### src/rtl/alarm_pkg.sv
// Shared definitions for the alarm zone controller: door counts and FSM state encoding.
package alarm_pkg;

  localparam int NUM_DOORS       = 5;
  localparam int NUM_ALARM_ZONES = 4;
  localparam int ENTRY_DOOR_IDX  = 4;

  // Prefixed so the names cannot collide with the delay parameters of the top.
  typedef enum logic [2:0] {
    ST_DISARMED    = 3'd0,
    ST_EXIT_DELAY  = 3'd1,
    ST_ARMED       = 3'd2,
    ST_ENTRY_DELAY = 3'd3,
    ST_ALARM       = 3'd4
  } alarm_state_e;

  function automatic int max_of(input int a, input int b);
    return (a > b) ? a : b;
  endfunction

endpackage

### src/rtl/door_debounce.sv
// One door contact: 2-flop synchroniser followed by a stable-count debouncer.
module door_debounce #(
  parameter int DEBOUNCE_CYCLES = 16
) (
  input  logic clk,
  input  logic reset_n,
  input  logic door_raw,
  output logic opening
);

  localparam int CW = $clog2(DEBOUNCE_CYCLES + 1);

  logic          sync_1;
  logic          sync_2;
  logic [CW-1:0] count;

  // The flip happens on the cycle the count would reach DEBOUNCE_CYCLES.
  always_ff @(posedge clk or negedge reset_n) begin
    if (!reset_n) begin
      sync_1  <= 1'b0;
      sync_2  <= 1'b0;
      count   <= '0;
      opening <= 1'b0;
    end else begin
      sync_1 <= door_raw;
      sync_2 <= sync_1;
      if (sync_2 == opening) begin
        count <= '0;
      end else if (count == CW'(DEBOUNCE_CYCLES - 1)) begin
        opening <= ~opening;
        count   <= '0;
      end else begin
        count <= count + 1'b1;
      end
    end
  end

endmodule

### src/rtl/alarm_zone_controller.sv
// Debounced door inputs plus arm/disarm/entry-delay/alarm FSM with a shared delay timer.
// Optional: define ALARM_AUTO_RESET_EN to drop the siren after SIREN_TIMEOUT and re-arm.
module alarm_zone_controller
  import alarm_pkg::*;
#(
  parameter int DEBOUNCE_CYCLES = 16,
  parameter int EXIT_DELAY      = 1000,
  parameter int ENTRY_DELAY     = 1000,
  parameter int SIREN_TIMEOUT   = 5000
) (
  input  logic                       clk,
  input  logic                       reset_n,
  input  logic [NUM_DOORS-1:0]       door_raw,
  input  logic                       arm_req,
  input  logic                       disarm_req,
  output logic [NUM_DOORS-1:0]       opening,
  output logic [NUM_ALARM_ZONES-1:0] alarm,
  output logic                       siren,
  output logic                       arm_reject,
  output logic [2:0]                 state
);

  localparam int MAX_DELAY = max_of(max_of(EXIT_DELAY, ENTRY_DELAY), SIREN_TIMEOUT);
  localparam int TW        = $clog2(MAX_DELAY + 1);

  alarm_state_e               state_q, state_next;
  logic [TW-1:0]              timer_q, timer_next;
  logic [NUM_ALARM_ZONES-1:0] alarm_q, alarm_next;
  logic                       siren_q, reject_q, reject_next;
  logic                       zone_open;

  for (genvar i = 0; i < NUM_DOORS; i++) begin : g_door
    door_debounce #(.DEBOUNCE_CYCLES(DEBOUNCE_CYCLES)) u_debounce (
      .clk     (clk),
      .reset_n (reset_n),
      .door_raw(door_raw[i]),
      .opening (opening[i])
    );
  end

  assign zone_open = |opening[NUM_ALARM_ZONES-1:0];

  always_ff @(posedge clk or negedge reset_n) begin
    if (!reset_n) begin
      state_q  <= ST_DISARMED;
      timer_q  <= '0;
      alarm_q  <= '0;
      siren_q  <= 1'b0;
      reject_q <= 1'b0;
    end else begin
      state_q  <= state_next;
      timer_q  <= timer_next;
      alarm_q  <= alarm_next;
      siren_q  <= (state_next == ST_ALARM);
      reject_q <= reject_next;
    end
  end

  // The timer counts down to zero every cycle; states that need it reload it on entry.
  always_comb begin
    state_next  = state_q;
    timer_next  = (timer_q != '0) ? timer_q - 1'b1 : '0;
    alarm_next  = alarm_q;
    reject_next = 1'b0;
    case (state_q)
      ST_DISARMED: begin
        if (arm_req && !disarm_req) begin
          if (opening == '0) begin
            state_next = ST_EXIT_DELAY;
            timer_next = TW'(EXIT_DELAY);
            alarm_next = '0;
          end else begin
            reject_next = 1'b1;
          end
        end
      end
      ST_EXIT_DELAY: begin
        if (disarm_req) state_next = ST_DISARMED;
        else if (timer_q <= TW'(1)) state_next = ST_ARMED;
      end
      ST_ARMED: begin
        if (disarm_req) begin
          state_next = ST_DISARMED;
        end else if (zone_open) begin
          state_next = ST_ALARM;
          alarm_next = alarm_q | opening[NUM_ALARM_ZONES-1:0];
          timer_next = TW'(SIREN_TIMEOUT);
        end else if (opening[ENTRY_DOOR_IDX]) begin
          state_next = ST_ENTRY_DELAY;
          timer_next = TW'(ENTRY_DELAY);
        end
      end
      ST_ENTRY_DELAY: begin
        if (disarm_req) begin
          state_next = ST_DISARMED;
        end else if (zone_open || timer_q <= TW'(1)) begin
          state_next = ST_ALARM;
          alarm_next = alarm_q | opening[NUM_ALARM_ZONES-1:0];
          timer_next = TW'(SIREN_TIMEOUT);
        end
      end
      ST_ALARM: begin
        if (disarm_req) begin
          state_next = ST_DISARMED;
        end else begin
          alarm_next = alarm_q | opening[NUM_ALARM_ZONES-1:0];
`ifdef ALARM_AUTO_RESET_EN
          if (timer_q <= TW'(1)) state_next = ST_ARMED;
`endif
        end
      end
      default: state_next = ST_DISARMED;
    endcase
  end

  assign alarm      = alarm_q;
  assign siren      = siren_q;
  assign arm_reject = reject_q;
  assign state      = state_q;

endmodule

### config.mk
export PLATFORM = sky130hd
export DESIGN_NAME = alarm_zone_controller
export DESIGN_NICKNAME = d
export VERILOG_FILES = /design/src/rtl/alarm_pkg.sv /design/src/rtl/door_debounce.sv /design/src/rtl/alarm_zone_controller.sv
export SDC_FILE = /design/constraint.sdc
export NUM_CORES = 1
export LEC_CHECK = 0
export BUFFER_PORTS_ARGS = -buffer_cell sky130_fd_sc_hd__buf_2
export CAP_MARGIN = 5
export CORE_UTILIZATION = 53
export DETAILED_ROUTE_END_ITERATION = 8
export PLACE_DENSITY_LB_ADDON = 0.15
export SLEW_MARGIN = 20
export SYNTH_ARGS = -nofsm -noshare
export SYNTH_HDL_FRONTEND = slang
export SYNTH_HIERARCHICAL = 1
export SYNTH_SLANG_ARGS = --single-unit
export TNS_END_PERCENT = 20
### constraint.sdc
create_clock -name clk -period 1.9 [get_ports clk]
set_input_delay 0.38 -clock clk [delete_from_list [all_inputs] [get_ports clk]]
set_output_delay 0.38 -clock clk [all_outputs]
set_load 0.01 [all_outputs]
Yosys cells after proc, flatten, opt, wreduce, memory -nomap -nowiden
Index checks and enable logic that the tools add are counted.
{ "classes": {"n_addsub": 6, "multipliers": 0, "div_mod_pow": 0, "n_lt_le_gt_ge": 1, "n_eq_ne": 22, "shift": 0, "n_mux": 41, "bitwise_logic": 11, "reduce_logical": 14} }
{ "op_table": {"columns": ["cell", "count"], "rows": [
  ["$mux 13", 8],
  ["$mux 5", 10],
  ["$pmux 13 s3", 1],
  ["$mux 3", 10],
  ["$mux 4", 7],
  ["$add 5x1->5 const B", 5],
  ["$eq 5x4->1 const B", 5],
  ["$pmux 4 s4", 1],
  ["$pmux 3 s5", 1],
  ["$ne 2x2->1 const B", 7],
  ["$le 13x1->1 const B", 1],
  ["$reduce_bool 13->1", 1],
  ["$sub 13x1->13 const B", 1],
  ["$not 1->1", 10],
  ["$reduce_and 2->1", 5],
  ["$reduce_and 8->1", 1],
  ["$eq 3x2->1 const B", 2],
  ["$eq 3x3->1 const B", 2],
  ["$eq 1x1->1", 5],
  ["$logic_not 5->1", 1],
  ["$or 4x4->4", 1],
  ["$reduce_bool 4->1", 1],
  ["$reduce_or 4->1", 1],
  ["$eq 3x1->1 const B", 1],
  ["5 further kinds", 7]
]} }
{ "totals": {"ff_bits": 62, "latch_bits": 0, "ramBits": 0, "romBits": 0, "inputBits": 9, "n_memories": 0} }

Longest topological paths before layout
{ "depth": {"ltp_word": 6, "mapped_depth": 7, "mapped_depth_nobuf": 7} }

Hierarchy
Netlist, hierarchy kept.
{ "by_module_without_submodules": {"columns": ["module", "instances", "cells_each", "area_per_inst_um2", "seq_area_each_um2"], "rows": [
  ["door_debounce", 5, 23, 311.5, 200.2],
  ["alarm_zone_controller", 1, 129, 1228.7, 550.5]
]} }

Worst setup path before layout
OpenSTA, ideal clock, no wires.
{ "synth_path": {"path_type": "reg-to-reg", "startpoint": "register g_door[0].u_debounce.opening", "endpoint": "register timer_q[9]", "t_arrival_ps": 1929, "t_required_ps": 1768, "path_slack_ps": -161, "stages_incl_launch_ff": 8, "path_buffers": 2, "period_less_slack_ps": 2061, "path_cell_list": "dfrtp_1 > or4_1 > buf_2 > o21ai_2 > a21oi_1 > a41o_1 > buf_6 > or3b_1"} }
{ "synth_between": {"elab_chain_len": 5} }
{ "synth_rtl": {"columns": ["element", "line_no", "text"], "rows": [
  ["start, declared", "door_debounce.sv:8", "output logic opening"],
  ["start signal, assigned", "door_debounce.sv:30", "opening <= ~opening;"],
  ["$reduce_or 4->1", "alarm_zone_controller.sv:41", "assign zone_open = |opening[NUM_ALARM_ZONES-1:0];"],
  ["$logic_or 1x1->1", "alarm_zone_controller.sv:96", "end else if (zone_open || timer_q <= TW'(1)) begin"],
  ["$mux 13", "alarm_zone_controller.sv:96", null],
  ["$mux 13", "alarm_zone_controller.sv:94", "if (disarm_req) begin"],
  ["$pmux 13 s3 (*)", "alarm_zone_controller.sv:65", "case (state_q)"],
  ["named net timer_next[9]", "alarm_zone_controller.sv:27", "logic [TW-1:0] timer_q, timer_next;"],
  ["end signal, assigned", "alarm_zone_controller.sv:52", "timer_q <= timer_next;"],
  ["end, declared", "alarm_zone_controller.sv:27", null]
]} }
Mark *: on every way through the listed nets, which the timed path passes. The rest lies on a longest branch.
A chain may end at the register's enable or synchronous reset.

Worst setup path in the final report
{ "layout_path": {"startpoint": "register g_door[2].u_debounce.opening", "endpoint": "register timer_q[9]"} }
{ "layout_between": {"elab_chain_len": 5} }
{ "layout_rtl": {"columns": ["element", "line_no"], "rows": [
  ["start, declared", "door_debounce.sv:8"],
  ["start signal, assigned", "door_debounce.sv:30"],
  ["$reduce_or 4->1", "alarm_zone_controller.sv:41"],
  ["$logic_or 1x1->1", "alarm_zone_controller.sv:96"],
  ["$mux 13", "alarm_zone_controller.sv:96"],
  ["$mux 13", "alarm_zone_controller.sv:94"],
  ["$pmux 13 s3 (*)", "alarm_zone_controller.sv:65"],
  ["named net timer_next[9]", "alarm_zone_controller.sv:27"]
]} }
Marked as above.

==> key figures <==
Timing
  • Worst Skew: 0.00380 ns
  • RSZ-0062 raised after global routing: yes
  • Slew Limit Fails: 0
  • Final Cycle Share: 104%
  • Max Fclk: 0.508 GHz
  • Final Hold Fails: 0
  • Fin crit period: 1.97 ns
  • Post-route setup slack: -0.0666 ns
  • Hold slack: 0.150 ns
  • Relative slew slack: 74.0%
  • Endpoints failing setup: 2
  • Worst-Margin Slew: 0.391 ns
  • Setup TNS: -0.0679 ns

Power and ir drop
  • VDD IR max: 0.000581 V
  • Clock share of power: 39.2%
  • Switch Pwr: 0.798 mW
  • Switching share of power: 25.1%
  • Cell-internal power: 2.39 mW
  • Seq pwr share: 47.1%
  • Total chip power: 3.19 mW
  • Gate power share: 13.6%
  • Leakage power: 1.67 nW
  • Power per cell area: 941 mW/mm^2

CTS
  • CTS Buf Count: 9
  • CTS tree: done
  • Clock Sink Count: 62
  • Clock Pin Slew Worst Setup and Hold Paths: 0.06 ns
  • CTS root buffer: clkbuf_8
  • # H-tree levels: 3
  • Clock Latency Late Sink: 0.33 ns
  • Max clock buf depth: 2

Critical path
  • Worst Path Class, Setup: reg -> reg
  • Critical Path Fanout Max: 10
  • Critical path arrival: 2.17 ns
  • CP top delay family: simple AND/OR/NAND/NOR gates
  • Worst path required time: 2.11 ns
  • Critical path's largest stage delay: 0.55 ns
  • Buffers & Inverters on Critical Path: 1
  • Stages on the worst setup path: 6
  • R2R depth: 6
  • Worst path cell trace: or4_4 -> o21ai_2 -> a21oi_1 -> a41o_1 -> buf_12 -> or3b_1
  • Worst path slowest cell: or4_4
  • Critical Path Source Type: flop
  • Crit end category: flop

Placed design
  • Dpl ws: -0.170 ns
  • Routability Congestion: 0.806
  • PortBufs: 22
  • DP Area: 0.00313 mm^2
  • Detailed placement HPWL: 3640 um
  • Dpl cells: 351

Synth
  • Post-synth EDFFs: 0
  • Sequential share of the synthesized area: 55.7%
  • Yosys warnings: 6
  • FFs w/ async S/R, synth: 100%
  • Top FF cell, synth: dfrtp_1
  • Syn Area/Cell: 11.4 um^2
  • Cells after synthesis: 244
  • Net count of the mapped netlist: 261
  • Mapped Area: 0.00279 mm^2
  • Unique masters post-synth: 42
  • FF+latch count, synth: 62

Global route
  • Initial antenna violation count: 0
  • Total gr overflow: 0
  • First-pass GRT wire length: 8180 um
  • Largest net degree at the start of global routing: 33
  • Vias in the first global route: 1833
  • Global Route Usage Sum: 20.2%

Layout
  • Fin cells: 369
  • Commonest non-fill, non-tap cell in the layout: dfrtp_1
  • Ant diodes: 0
  • P&R area growth vs syn: 21.6%
  • Fin util: 66.7%
  • Share of layout cells above drive strength 1: 30.4%
  • Design area: 0.00339 mm^2
  • Most frequent cells in the layout: dfrtp_1 (61), nor2_1 (22), buf_2 (22), buf_4 (19), xor2_1 (18)
  • FILL cells: 404
  • Final Net Count: 311

Die
  • Die Wd: 74.5 um
  • Die area: 0.00555 mm^2
  • # rows: 26
  • Die Span Y: 74.5 um
  • Starting Density: 54.9%
  • Core area: 0.00507 mm^2
  • IO Count: 23

Outcome
  • Failing checks: setup timing
  • Outcome: complete, but fails checks

Routing
  • WL final: 4890 um
  • Initial drt markers: 106
  • ANT nets after route: 0
  • DR pass1 iterations: 4
  • Vias/cell: 5.20
  • Via count: 1917
  • Wire per inst: 13.3 um
  • Remaining DRCs: 0

Run
  • Max Cap Viol: 0

Min path
  • Worst Hold Path Cells: 1
  • Class of the worst hold path: in -> reg
-- Yosys cell counts, types with 2 or more instances --
master | instances | share of area, %
nand2_1 | 9 | 1.2
a22o_1 | 4 | 1.3
inv_1 | 7 | 0.94
or3_1 | 4 | 0.90
dfrtp_1 | 62 | 56
xor2_1 | 18 | 5.7
xnor2_1 | 6 | 1.9
nor2b_1 | 2 | 0.45
nand3_1 | 8 | 1.4
mux2_1 | 5 | 2.0
o221ai_1 | 2 | 0.63
nor3_1 | 12 | 2.2
clkbuf_1 | 3 | 0.40
a21o_1 | 3 | 0.81
o21bai_1 | 4 | 1.1
and3_2 | 5 | 1.3
nand3_2 | 5 | 1.8
and2_1 | 6 | 1.3
o21ai_0 | 4 | 0.72
nor2_2 | 10 | 2.2
a21oi_1 | 6 | 1.1
ha_1 | 8 | 3.6
o21ai_2 | 6 | 1.9
nand4b_1 | 2 | 0.63
nand4_1 | 2 | 0.45
nand2b_1 | 3 | 0.67
nor4_1 | 2 | 0.45
nor2_1 | 22 | 3.0
-- repair_timing --
item                                   CTS  global route
hold buffers                             1             0
setup endpoints to repair               10            14
buffers inserted                         0             1
resized for setup                        3             3
endpoints found under the hold margin    7             0
gates cloned                             0             0
pin swaps                                1             0
-- per-layer routing --
| layer | wire [um] | global-route usage, % | vias to the layer above |
|---|---|---|---|
| li1 | - | - | 950 |
| met1 | 2280 | 25.4 | 927 |
| met2 | 2360 | 32.3 | 32 |
| met3 | 160 | 4.47 | 8 |
| met4 | 89 | 11.3 | 0 |
| met5 | 0 | 0 | - |
-- path summary, 6_finish.rpt --
path	from	endpoint	slack, ns
worst min-delay path	door_raw[1]	g_door[1].u_debounce/sync_1	0.15
worst max-delay path	g_door[2].u_debounce/opening	timer_q[9]	-0.07
worst max register to register	g_door[2].u_debounce/opening	timer_q[9]	-0.07
min in group asynchronous	reset_n	timer_q[1]	0.43
worst min register to register	g_door[4].u_debounce/sync_1	g_door[4].u_debounce/sync_2	0.35
max in group asynchronous	reset_n	g_door[1].u_debounce/count[2]	0.91
-- cells by family (layout without fill, tap and decap cells) --
family | Yosys count | after routing | synth area share [%]
compound gates | 32 | 32 | 8.40
xor+xnor | 24 | 24 | 7.54
simple gates | 100 | 100 | 20.4
buf+inv | 12 | 67 | 1.93
flops | 62 | 62 | 55.7
mux | 6 | 6 | 2.42
fa+ha+maj | 8 | 8 | 3.59
-- area by class of cell --
class | count | area [um^2] | area share [%]
flip-flops and latches | 62 | 1550 | 45.8
multi-input cells | 170 | 1200 | 35.5
repair buffers | 44 | 303 | 8.94
clock buffers | 12 | 145 | 4.29
well taps | 70 | 87.6 | 2.59
clock inverters | 4 | 70.1 | 2.07
inverters | 7 | 26.3 | 0.776
-- power groups by stage --
stage	combinational, mW	sequential [mW]	clock [mW]
floorplan	0.278	1.52	0
global placement	0.423	1.52	0
detailed placement	0.428	1.53	0
CTS	0.434	1.50	1.28
global route	0.495	1.52	1.33
finish	0.433	1.50	1.25
-- flip-flops by register name, summed over array words and instances, names as in the netlist --
register                   count
g_door.u_debounce/opening      5
g_door.u_debounce/count       25
siren                          1
state                          3
alarm                          4
g_door.u_debounce/sync_2       5
arm_reject                     1
timer_q                       13
g_door.u_debounce/sync_1       5
(Power assumes the default switching activity.)
